[src/rtl/regfile_seq_if.sv]
// Bus between instruction fetch, the regfile_seq sequencer and the 8x16 register file.
// The sequencer takes the slave side; fetch plus the register file take the master side.
interface regfile_seq_if;
    logic        s;
    logic [15:0] instr;
    logic        w;
    logic        write;
    logic [2:0]  writenum;
    logic [2:0]  readnum;
    logic [15:0] rf_wdata;
    logic [15:0] rf_rdata;
    logic [15:0] c_out;
    logic [2:0]  status;
    logic        err;

    modport master (
        output s, instr, rf_rdata,
        input  w, write, writenum, readnum, rf_wdata, c_out, status, err
    );

    modport slave (
        input  s, instr, rf_rdata,
        output w, write, writenum, readnum, rf_wdata, c_out, status, err
    );
endinterface

[src/rtl/regfile_seq.sv]
// Instruction sequencer for the 8x16 register file: one micro-step per clock.
// Handles MOV imm, MOV reg, ADD, CMP, AND and MVN using the A/B operand latches and C result register.
module regfile_seq (
    input  logic          clk,
    input  logic          reset_n,
    regfile_seq_if.slave  bus
);

    typedef enum logic [2:0] {
        ST_WAIT,
        ST_DECODE,
        ST_WIMM,
        ST_GETA,
        ST_GETB,
        ST_EXEC,
        ST_WB
    } state_t;

    state_t      state;
    state_t      state_nxt;

    logic [15:0] ir;
    logic [15:0] a_q;
    logic [15:0] b_q;
    logic [15:0] c_q;
    logic [2:0]  status_q;

    logic [2:0]  opcode;
    logic [1:0]  op;
    logic [2:0]  rn;
    logic [2:0]  rd;
    logic [2:0]  rm;
    logic [15:0] imm_sext;

    logic        is_movi;
    logic        is_movr;
    logic        is_alu;
    logic        is_cmp;
    logic        is_mvn;

    logic        accept;
    logic        ld_a;
    logic        ld_b;
    logic        ld_c;
    logic        ld_status;

    logic [15:0] alu_res;
    logic        alu_ovf;

    assign opcode   = ir[15:13];
    assign op       = ir[12:11];
    assign rn       = ir[10:8];
    assign rd       = ir[7:5];
    assign rm       = ir[2:0];
    assign imm_sext = {{8{ir[7]}}, ir[7:0]};

    assign is_movi = (opcode == 3'b110) && (op == 2'b10);
    assign is_movr = (opcode == 3'b110) && (op == 2'b00);
    assign is_alu  = (opcode == 3'b101);
    assign is_cmp  = is_alu && (op == 2'b01);
    assign is_mvn  = is_alu && (op == 2'b11);

    assign accept  = (state == ST_WAIT) && bus.s;

    // State register.
    always_ff @(posedge clk or negedge reset_n) begin
        if (!reset_n) begin
            state <= ST_WAIT;
        end else begin
            // NOTE: sequential state uses non-blocking assignment so every flop samples pre-edge values.
            state <= state_nxt;
        end
    end

    // Next-state logic.
    always_comb begin
        // NOTE: every combinational output gets a default first, so no path leaves it unassigned (no latch).
        state_nxt = state;
        unique case (state)
            ST_WAIT:   if (bus.s) state_nxt = ST_DECODE;
            ST_DECODE: begin
                if (is_movi)                state_nxt = ST_WIMM;
                else if (is_movr || is_mvn) state_nxt = ST_GETB;
                else if (is_alu)            state_nxt = ST_GETA;
                else                        state_nxt = ST_WAIT;
            end
            ST_WIMM:   state_nxt = ST_WAIT;
            ST_GETA:   state_nxt = ST_GETB;
            ST_GETB:   state_nxt = ST_EXEC;
            ST_EXEC:   state_nxt = is_cmp ? ST_WAIT : ST_WB;
            ST_WB:     state_nxt = ST_WAIT;
            default:   state_nxt = ST_WAIT;
        endcase
    end

    // Per-state outputs and datapath load enables.
    always_comb begin
        bus.w        = 1'b0;
        bus.write    = 1'b0;
        bus.writenum = 3'd0;
        bus.readnum  = 3'd0;
        bus.rf_wdata = 16'd0;
        bus.err      = 1'b0;
        ld_a         = 1'b0;
        ld_b         = 1'b0;
        ld_c         = 1'b0;
        ld_status    = 1'b0;
        unique case (state)
            ST_WAIT:   bus.w = 1'b1;
            ST_DECODE: bus.err = !(is_movi || is_movr || is_alu);
            ST_WIMM: begin
                bus.write    = 1'b1;
                bus.writenum = rn;
                bus.rf_wdata = imm_sext;
            end
            ST_GETA: begin
                bus.readnum = rn;
                ld_a        = 1'b1;
            end
            ST_GETB: begin
                bus.readnum = rm;
                ld_b        = 1'b1;
            end
            ST_EXEC: begin
                ld_c      = !is_cmp;
                ld_status = is_cmp;
            end
            ST_WB: begin
                bus.write    = 1'b1;
                bus.writenum = rd;
                bus.rf_wdata = c_q;
            end
            default: bus.w = 1'b0;
        endcase
    end

    // ALU: MOV reg passes B; CMP shares the subtractor whose overflow feeds status V.
    always_comb begin
        alu_res = b_q;
        if (is_alu) begin
            unique case (op)
                2'b00: alu_res = a_q + b_q;
                2'b01: alu_res = a_q - b_q;
                2'b10: alu_res = a_q & b_q;
                2'b11: alu_res = ~b_q;
                default: alu_res = b_q;
            endcase
        end
    end

    assign alu_ovf = (a_q[15] ^ b_q[15]) & (alu_res[15] ^ a_q[15]);

    // Instruction latch, operand latches, result and status registers.
    always_ff @(posedge clk or negedge reset_n) begin
        if (!reset_n) begin
            // NOTE: these are a handful of architectural flops, so all of them reset; a reset abandons any in-flight instruction.
            ir       <= 16'd0;
            a_q      <= 16'd0;
            b_q      <= 16'd0;
            c_q      <= 16'd0;
            status_q <= 3'd0;
        end else begin
            if (accept)    ir       <= bus.instr;
            if (ld_a)      a_q      <= bus.rf_rdata;
            if (ld_b)      b_q      <= bus.rf_rdata;
            if (ld_c)      c_q      <= alu_res;
            if (ld_status) status_q <= {alu_res == 16'd0, alu_res[15], alu_ovf};
        end
    end

    assign bus.c_out  = c_q;
    assign bus.status = status_q;

endmodule

[src/flat_wrapper.sv]
// flat-port wrapper written by rule: the top's interface ports become plain ports
module regfile_seq_flat 
  (clk, reset_n, bus_s, bus_instr, bus_rf_rdata, bus_w, bus_write, bus_writenum, bus_readnum, bus_rf_wdata, bus_c_out, bus_status, bus_err);
  regfile_seq_if bus_i ();
  input  logic clk;
  input  logic reset_n;
  input wire logic [$bits(bus_i.s)-1:0] bus_s;
  input wire logic [$bits(bus_i.instr)-1:0] bus_instr;
  input wire logic [$bits(bus_i.rf_rdata)-1:0] bus_rf_rdata;
  output wire logic [$bits(bus_i.w)-1:0] bus_w;
  output wire logic [$bits(bus_i.write)-1:0] bus_write;
  output wire logic [$bits(bus_i.writenum)-1:0] bus_writenum;
  output wire logic [$bits(bus_i.readnum)-1:0] bus_readnum;
  output wire logic [$bits(bus_i.rf_wdata)-1:0] bus_rf_wdata;
  output wire logic [$bits(bus_i.c_out)-1:0] bus_c_out;
  output wire logic [$bits(bus_i.status)-1:0] bus_status;
  output wire logic [$bits(bus_i.err)-1:0] bus_err;
  assign bus_i.s = bus_s;
  assign bus_i.instr = bus_instr;
  assign bus_i.rf_rdata = bus_rf_rdata;
  assign bus_w = bus_i.w;
  assign bus_write = bus_i.write;
  assign bus_writenum = bus_i.writenum;
  assign bus_readnum = bus_i.readnum;
  assign bus_rf_wdata = bus_i.rf_wdata;
  assign bus_c_out = bus_i.c_out;
  assign bus_status = bus_i.status;
  assign bus_err = bus_i.err;
  regfile_seq u_core (.clk(clk), .reset_n(reset_n), .bus(bus_i));
endmodule
[config.mk]
export PLATFORM = sky130hd
export DESIGN_NAME = regfile_seq_flat
export DESIGN_NICKNAME = d
export VERILOG_FILES = /design/src/rtl/regfile_seq_if.sv /design/src/rtl/regfile_seq.sv /design/src/flat_wrapper.sv
export SDC_FILE = /design/constraint.sdc
export NUM_CORES = 1
export LEC_CHECK = 0
export BUFFER_PORTS_ARGS = -buffer_cell sky130_fd_sc_hd__buf_2
export CAP_MARGIN = 20
export CORE_UTILIZATION = 52
export DETAILED_ROUTE_END_ITERATION = 16
export GPL_TIMING_DRIVEN = 0
export PLACE_DENSITY = 0.76
export SYNTH_ARGS = -nofsm -noshare
export SYNTH_HDL_FRONTEND = slang
export SYNTH_SLANG_ARGS = --single-unit
[constraint.sdc]
create_clock -name clk -period 4.12 [get_ports clk]
set_clock_uncertainty 0.2 [all_clocks]
set_input_delay 0.206 -clock clk [delete_from_list [all_inputs] [get_ports clk]]
set_output_delay 0.206 -clock clk [all_outputs]
set_load 0.005 [all_outputs]
==> results.json, run 1 <==
{
  "status": "finished clean",
  "hold_violations": 0,
  "ios": 79,
  "drtAntennaViolNets": 0,
  "antenna_found_initial": 0,
  "finish.utilization_pct": 67.3,
  "io_buffers": 78,
  "syn_area_per_cell_um2": 9.14,
  "die_h_um": 97.0,
  "tightest_slew_ps": 885,
  "placed_cells": 699,
  "gr-total-overflow": 0,
  "first_pass_iters": 5,
  "synth_fp_nets": 567,
  "cp-start-kind": "flip-flop",
  "initial_core_util_pct": 53.8,
  "synthAdderAreaFrac_pct": 5.23,
  "cp-end-kind": "flip-flop",
  "cts_max_path_buffers": 2,
  "synth_xor_xnor_area_share_pct": 4.64,
  "yosys_warnings": 0,
  "die-area_um2": 9400,
  "yosys.area_share.simple_pct": 18.4,
  "fmax_ghz": 0.248,
  "max_stage_delay_ps": 450,
  "die_x_um": 97.0,
  "startpoint": "u_core.ir[11]",
  "power.density_nw_per_um2": 1010,
  "synth_most_common_cell": "dfrtp_1",
  "wire_per_inst_um": 17.4,
  "fp.coreArea_um2": 8720,
  "finalSetupTns_ps": 0,
  "worst_slack_ps": 95.7,
  "setup_viol": 0,
  "period_needed_ps": 4020,
  "grt_max_degree": 71,
  "drtIter0Drc": 268,
  "synth_area_leaders": "dfrtp_1 (37%), mux2_2 (11%), a21oi_1 (5.3%), ha_1 (4.8%), nor2_1 (4.6%)",
  "synth.area.mux_share_pct": 13.4,
  "ys.flop_type": "dfrtp_1",
  "peakVddDrop_mv": 0.469,
  "insertion_delay_ps": 360,
  "diodes": 0,
  "dpl_cell_area_um2": 5220,
  "critPathKind": "flip-flop to flip-flop",
  "yosys.area.top_type_share_pct": 37.3,
  "ys_top_cells_by_count": "dfrtp_1 (70), nor2_1 (58), a21oi_1 (50)",
  "grt_pass1_vias": 4376,
  "track_usage_pct": 28.5,
  "drive_gt1_share_pct": 26.3,
  "cts_tree": "built",
  "num_rows": 34,
  "synth.yosys.seq_area_share_pct": 37.3,
  "design_area_um2": 5870,
  "worstPathCellList": "buf_2 > clkbuf_4 > nand2_2 > nor2_1 > a21oi_1 > fa_1 > a21o_1 > a221oi_4 > o21ai_1 > a2111oi_4 > or4_1 > o311a_1 > nand4_1 > o41ai_2",
  "synth_cells": 513,
  "max_slew_margin_pct": 41.0,
  "via_per_inst": 5.87,
  "area_growth_pct": 25.0,
  "reg2reg_setup_slack_ps": 100,
  "synth_compound_area_share_pct": 17.4,
  "layout_worst_path_cycle_share_pct": 97.7,
  "grt_pass1_wl_mm": 21.3,
  "htreeDepth": 3,
  "worstSetupEndpoint": "u_core.bus.status[2]",
  "clk_pin_slew_ps": 90,
  "fill_cells": 715,
  "cts_sinks": 70,
  "layout.cells.non_filler": 751,
  "path_max_fanout": 10,
  "drc": 0,
  "synth_seq_cells": 70,
  "numCtsBuffers": 9,
  "slew_viol_final": 0,
  "cts-root-buf": "clkbuf_8",
  "r2r_cells": 14,
  "synth_edf_count": 0,
  "worst-endpoint-arrival_ps": 4080,
  "slowest_stage": "dfrtp_2",
  "total_power_mw": 5.91,
  "syn_area_um2": 4690,
  "hold_slack_ps": 25.5,
  "yosys.area.top_type": "dfrtp_1",
  "ys_types": 65,
  "r2r-end": "u_core.bus.status[2]",
  "gp_congestion": 0.996,
  "async_flop_share_pct": 100,
  "r2r_start": "u_core.ir[11]",
  "maxCapViolCount": 0,
  "dpl_worst_slack_ps": -944,
  "dpl.hpwl_mm": 9.27,
  "nets": 692,
  "vias": 4410,
  "crit_required_ps": 4180,
  "leakagePower_nw": 2.60,
  "synth_top_family_by_area": "simple AND/OR/NAND/NOR gates",
  "drt-total-wl_mm": 13.1,
  "hold_class": "input pin to flip-flop"
}
==> cells in the final DEF (no fill, tap or decap), types with 7 or more instances in the layout <==
cell           instances
buf_2                 80
dfrtp_1               68
nor2_1                58
a21oi_1               50
nand2_1               46
mux2_2                45
dlygate4sd3_1         33
clkbuf_1              21
o21ai_0               19
ha_1                  18
xnor2_1               15
mux2i_1               12
nand3_1               11
nor3_1                10
inv_1                  9
clkbuf_8               9
xor2_1                 8
o21ai_1                8
nand2b_1               7
buf_4                  7
==> worst max-delay path: cells and delay by family, from the launching register on <==
kind / cells / cell delay (ps)
adders and majority gates: 1 / 450
and+or+nand+nor: 4 / 560
buffers and inverters: 2 / 530
DFF: 1 / 450
AOI/OAI and AO/OA: 7 / 1730
==> how the worst min path moves through the flow <==
stage / cells past startpoint / from / slack [ps] / end
2_1_floorplan: 0 / reset_n / -290 / u_core.a_q[0]
3_3_place_gp: 3 / bus_instr[12] / 210 / u_core.ir[12]
3_5_place_dp: 1 / reset_n / 190 / u_core.a_q[9]
4_1_cts: 5 / bus_s / 10 / u_core.state[0]
5_1_grt: 5 / bus_s / 60 / u_core.state[0]
6_report: 5 / bus_s / 30 / u_core.state[0]
==> layer usage <==
layer / track usage (%) / vias up / share of wire, %
met4: 13.2 / 0 / 3.0
li1: - / 2088 / -
met5: 0 / - / 0
met2: 46.0 / 143 / 49
met1: 37.7 / 2144 / 44
met3: 4.12 / 35 / 4.3
==> area by class of cell <==
cell class	count	area, um^2	share of cell area [%]
multi-input cells	399	2820	48.0
flip-flops and latches	70	1750	29.9
repair buffers	117	768	13.1
well taps	108	135	2.30
plain buffers	31	130	2.22
clock buffers	10	128	2.18
clock inverters	6	93.8	1.60
inverters	10	40.0	0.683
==> power breakdown <==
| part | internal, mW | switching (mW) | total [mW] |
|---|---|---|---|
| sequential | 1.03 | 0.353 | 1.38 |
| combinational | 1.71 | 2.18 | 3.89 |
| clock | 0.347 | 0.292 | 0.639 |
| total | 3.08 | 2.82 | 5.91 |
==> cell families after synthesis <==
family | after synthesis
AO/OA/AOI/OAI | 127
XOR/XNOR | 24
adder cells (fa/ha/maj) | 19
buffers and inverters | 44
flip-flops | 70
multiplexers | 57
AND/OR/NAND/NOR | 172
==> repair_timing <==
item                                    4_1_cts  5_1_grt
hold endpoints to repair                    118        0
endpoints found under the setup margin       13        5
pin swaps                                     0        5
hold buffers                                 33        0
buffers inserted                              0        6
resized for setup                             9       10
==> flip-flops by register name, summed over array words and instances, names as in the netlist <==
signal / cells
u_core.a_q: 16
u_core.state: 3
u_core.bus.c_out: 16
u_core.b_q: 16
u_core.bus.status: 3
u_core.ir: 16
Power figures use the tool's default switching activity.
==> run 2: changes to the inputs <==
- SETUP_SLACK_MARGIN: not set -> 0.5
==> run 2 against run 1 <==
  * Cell count up 1.3%
  * Non-clock buffer count increased by 11
  * Combinational power rose by 7.2%
  * Worst hold slack gained 0.91 ps
  * Power up 2.8%
  * Clock-buffer cell count fell by 1
  * Clock power shrank 14%
  * Critical path depth stayed put
  * Routed wire length grew 5.1%
  * Critical endpoint is now u_core.bus.status[0]
  * Core utilization up 1.3 points
  * Cell area grew 2.0%
==> results.json, run 2 (synthesized netlist as in run 1, its figures left out) <==
{
  "hold_violations": 0,
  "num_rows": 34,
  "grt_pass1_vias": 4428,
  "cp-start-kind": "flip-flop",
  "gr-total-overflow": 0,
  "drtIter0Drc": 235,
  "drive_gt1_share_pct": 29.1,
  "dpl.hpwl_mm": 9.38,
  "fmax_ghz": 0.263,
  "cts_tree": "built",
  "status": "finished clean",
  "cts_sinks": 70,
  "drtAntennaViolNets": 0,
  "layout.cells.non_filler": 761,
  "first_pass_iters": 4,
  "wire_per_inst_um": 18.1,
  "gp_congestion": 0.997,
  "final_common_cell": "buf_2",
  "diodes": 0,
  "cts_max_path_buffers": 2,
  "tightest_slew_ps": 892,
  "antenna_found_initial": 0,
  "fill_cells": 715,
  "via_per_inst": 5.87,
  "peakVddDrop_mv": 0.439,
  "max_slew_margin_pct": 40.5,
  "nets": 703,
  "grt_max_degree": 71,
  "maxCapViolCount": 0,
  "numCtsBuffers": 9,
  "dpl_worst_slack_ps": -428,
  "htreeDepth": 3,
  "final_cell_mix": "buf_2 (79), dfrtp_1 (66), nor2_1 (58)",
  "drt-total-wl_mm": 13.7,
  "leakagePower_nw": 2.65,
  "drc": 0,
  "die-area_um2": 9400,
  "ios": 79,
  "power.density_nw_per_um2": 1010,
  "slew_viol_final": 0,
  "fp.coreArea_um2": 8720,
  "die_x_um": 97.0,
  "total_power_mw": 6.07,
  "worst-endpoint-arrival_ps": 3860,
  "critPathKind": "flip-flop to flip-flop",
  "grt_pass1_wl_mm": 22.1,
  "clk_pin_slew_ps": 80,
  "placed_cells": 699,
  "hold_class": "input pin to flip-flop",
  "io_buffers": 78,
  "finish.utilization_pct": 68.6,
  "track_usage_pct": 29.8,
  "area_growth_pct": 27.5,
  "vias": 4466,
  "die_h_um": 97.0,
  "grt_setup_unrepaired": "yes",
  "worst_slack_ps": 316,
  "insertion_delay_ps": 350,
  "cts-root-buf": "clkbuf_8",
  "layout_worst_path_cycle_share_pct": 92.3,
  "crit_required_ps": 4180,
  "initial_core_util_pct": 53.8,
  "period_needed_ps": 3800,
  "setup_viol": 0,
  "cp-end-kind": "flip-flop",
  "path_max_fanout": 4
}
run 2: cell types whose count changed in the layout (fill, tap and decap cells not counted), sizes merged:
cell and delta:
buf +7, inv -2, clkbuf +3, bufinv -1, clkinvlp +1, clkinv +2
run 2: final cells by class:
| type | count | area, um^2 | area share (%) |
|---|---|---|---|
| Inverter | 10 | 37.5 | 0.627 |
| Clock buffer | 9 | 124 | 2.07 |
| Multi-Input combinational cell | 399 | 2850 | 47.6 |
| Sequential cell | 70 | 1760 | 29.4 |
| Tap cell | 108 | 135 | 2.26 |
| Buffer | 34 | 183 | 3.05 |
| Clock inverter | 6 | 63.8 | 1.07 |
| Timing Repair Buffer | 125 | 832 | 13.9 |
run 2: worst max-delay path: stages (launching register included):
cell,delay [ps]
dfrtp_1,380
clkbuf_8,140
nor4_4,330
nor4b_4,320
nor2_1,90
xnor2_1,130
ha_1,320
a211o_1,330
a2111o_1,390
o211ai_1,200
a211o_1,170
nand3_2,100
a31o_4,260
and3b_1,180
o31ai_1,190
run 2: path summary, 6_finish.rpt:
check / startpoint / end / slack (ps) / cells past startpoint
max reg2reg: u_core.b_q[3] / u_core.bus.status[0] / 320 / 14
min reg2reg: u_core.ir[3] / u_core.ir[3] / 310 / 1
min in group asynchronous: reset_n / u_core.a_q[8] / 300 / 2
max: u_core.b_q[3] / u_core.bus.status[0] / 320 / 14
max in group asynchronous: reset_n / u_core.b_q[0] / 2760 / 2
min: bus_s / u_core.state[0] / 30 / 5
run 2: where the power goes:
part | internal, mW | leakage, nW | switching [mW]
Clock | 0.275 | 0.0911 | 0.277
Sequential | 1.03 | 0.836 | 0.321
Combinational | 1.85 | 1.72 | 2.32
Total | 3.15 | 2.65 | 2.92
run 2: timing repair:
action                                 CTS  global route
endpoints found under the hold margin  118             0
hold buffers                            33             0
pin swaps                               11             8
gates resized for setup                 31             5
setup endpoints to repair               13             6
setup buffers                           11             3
run 2: layer usage:
layer	global-route usage, %	up-vias	routed length [um]
li1	-	2114	-
met1	39.0	2155	5830
met2	50.4	168	6750
met3	2.89	29	792
met4	12.3	0	374
met5	0	-	0
run 2: stage by stage:
step,TNS (ps),hold WS [ps],instance area (um^2)
after CTS,0,21.7,5930
final,0,26.4,5980
after detailed placement,-1550,191,5220
after floorplan,0,-290,4700
after global placement,-1310,211,5220
after global routing,0,48.2,5980
==> run 3: changes to the inputs <==
==> constraint.sdc (replaced) <==
create_clock -name clk -period 4.12 [get_ports clk]
set_clock_uncertainty 0.2 [all_clocks]
set_input_delay 0.824 -clock clk [delete_from_list [all_inputs] [get_ports clk]]
set_output_delay 0.824 -clock clk [all_outputs]
set_load 0.005 [all_outputs]
==> run 3 against run 2 <==
  * Routed wire length decreased by 3.2%
  * Highest routed layer unchanged
  * Global-route usage shrank 0.88 points
  * Maximum frequency grew 0.11%
  * Sequential power about the same
  * Critical endpoint is now u_core.bus.status[2]
  * Via count fell by 3.1%
  * Largest power group unchanged
==> results.json, run 3 (synthesized netlist as in run 1, its figures left out) <==
{
  "area_growth_pct": 20.5,
  "tightest_slew_ps": 887,
  "r2r_start": "u_core.b_q[3]",
  "final_common_cell": "buf_2",
  "power.share.clock_pct": 9.1,
  "p_int_mw": 3.13,
  "period_needed_ps": 3800,
  "drtAntennaViolNets": 0,
  "wl_met1_mm": 5.72,
  "worst_slack_ps": 320,
  "power.switching_mw": 2.91,
  "worstSetupEndpoint": "u_core.bus.status[2]",
  "num_rows": 34,
  "die-area_um2": 9400,
  "hold_violations": 0,
  "layout.cells.non_filler": 728,
  "wire_per_inst_um": 18.3,
  "numCtsBuffers": 9,
  "crit_required_ps": 4170,
  "layout_worst_path_cycle_share_pct": 92.2,
  "via_per_inst": 5.95,
  "insertion_delay_ps": 350,
  "total_power_mw": 6.05,
  "finish.utilization_pct": 64.8,
  "hold_slack_ps": 311,
  "route.met2.wl_mm": 6.46,
  "dpl_worst_slack_ps": -428,
  "track_usage_pct": 28.9,
  "p_seq_share_pct": 22.3,
  "dpl_cell_area_um2": 5220,
  "cp-end-kind": "flip-flop",
  "path_max_fanout": 3,
  "hold_buffers": 0,
  "drc": 0,
  "gp_congestion": 0.997,
  "vias": 4328,
  "fmax_ghz": 0.263,
  "ios": 79,
  "power.density_nw_per_um2": 1070,
  "worst-endpoint-arrival_ps": 3850,
  "maxCapViolCount": 0,
  "die_x_um": 97.0,
  "cp-start-kind": "flip-flop",
  "die_h_um": 97.0,
  "grt_pass1_vias": 4262,
  "startpoint": "u_core.b_q[3]",
  "reg2reg_setup_slack_ps": 320,
  "r2r_cells": 14,
  "cts_sinks": 70,
  "max_slew_margin_pct": 40.9,
  "critPathKind": "flip-flop to flip-flop",
  "finalSetupTns_ps": 0,
  "dpl.hpwl_mm": 9.38,
  "io_buffers": 78,
  "cts_max_path_buffers": 2,
  "first_pass_iters": 4,
  "peakVddDrop_mv": 0.439,
  "final_cell_mix": "buf_2 (79), dfrtp_1 (66), nor2_1 (58)",
  "drive_gt1_share_pct": 30.6,
  "clk_pin_slew_ps": 80,
  "placed_cells": 699,
  "gr-total-overflow": 0,
  "leakagePower_nw": 2.51,
  "antenna_found_initial": 0,
  "status": "finished clean",
  "highest_layer": "met4",
  "swShare_pct": 48.2,
  "met3_wirelength_um": 762,
  "cts_tree": "built",
  "cts-root-buf": "clkbuf_8",
  "fp.coreArea_um2": 8720,
  "design_area_um2": 5650,
  "diodes": 0,
  "grt_max_degree": 71,
  "drtIter0Drc": 250,
  "comb_power_share_pct": 68.6,
  "nets": 670,
  "drt-total-wl_mm": 13.3,
  "slew_viol_final": 0,
  "r2r-end": "u_core.bus.status[2]",
  "setup_viol": 0,
  "initial_core_util_pct": 53.8,
  "grt_setup_unrepaired": "yes",
  "grt_pass1_wl_mm": 21.5,
  "htreeDepth": 3,
  "hold_class": "flip-flop to flip-flop"
}
-- run 3: power groups by stage --
stage                     clock, mW  sequential [mW]  combinational, mW
after floorplan                   0             1.28               2.81
after global placement            0             1.34               3.55
after detailed placement          0             1.36               3.65
after CTS                     0.555             1.34               3.97
after global routing          0.583             1.40               4.50
final                         0.552             1.35               4.14
-- run 3: critical path, stage by stage (launching register included) --
cell and delay (ps):
dfrtp_1 380, clkbuf_8 140, nor4_4 330, nor4b_4 310, nor2_1 90, xnor2_1 130, ha_1 320, a211o_1 330
a2111o_1 390, o211ai_1 200, a21oi_1 70, nor2_1 140, xor2_1 160, o211ai_1 180, o41ai_2 340
-- run 3: worst min-delay path by stage --
stage | endpoint | cells after the start | startpoint | slack, ps
5_1_grt | u_core.ir[3] | 1 | u_core.ir[3] | 320
6_report | u_core.ir[3] | 1 | u_core.ir[3] | 310
4_1_cts | u_core.ir[3] | 1 | u_core.ir[3] | 310
2_1_floorplan | u_core.bus.status[0] | 2 | u_core.bus.status[0] | 270
3_5_place_dp | u_core.bus.status[0] | 2 | u_core.bus.status[0] | 290
3_3_place_gp | u_core.bus.status[2] | 2 | u_core.bus.status[2] | 280
-- run 3: layout make-up --
type                            count  area, um^2
Buffer                             34         183
Clock buffer                        9         124
Clock inverter                      6        63.8
Fill cell                         755        3070
Inverter                           10        37.5
Multi-Input combinational cell    399        2850
Sequential cell                    70        1760
Tap cell                          108         135
Timing Repair Buffer               92         502
-- run 3: what timing repair did --
item / 4_1_cts / 5_1_grt
endpoints found under the setup margin: 13 / 6
setup buffers: 11 / 3
resized for setup: 31 / 5
endpoints found under the hold margin: 0 / 0
pin swaps: 11 / 8
-- run 3: per-layer routing --
metal,up-vias,track usage [%]
met5,-,0
met4,0,11.6
met3,29,3.03
met2,170,47.6
met1,2077,38.9
li1,2052,-
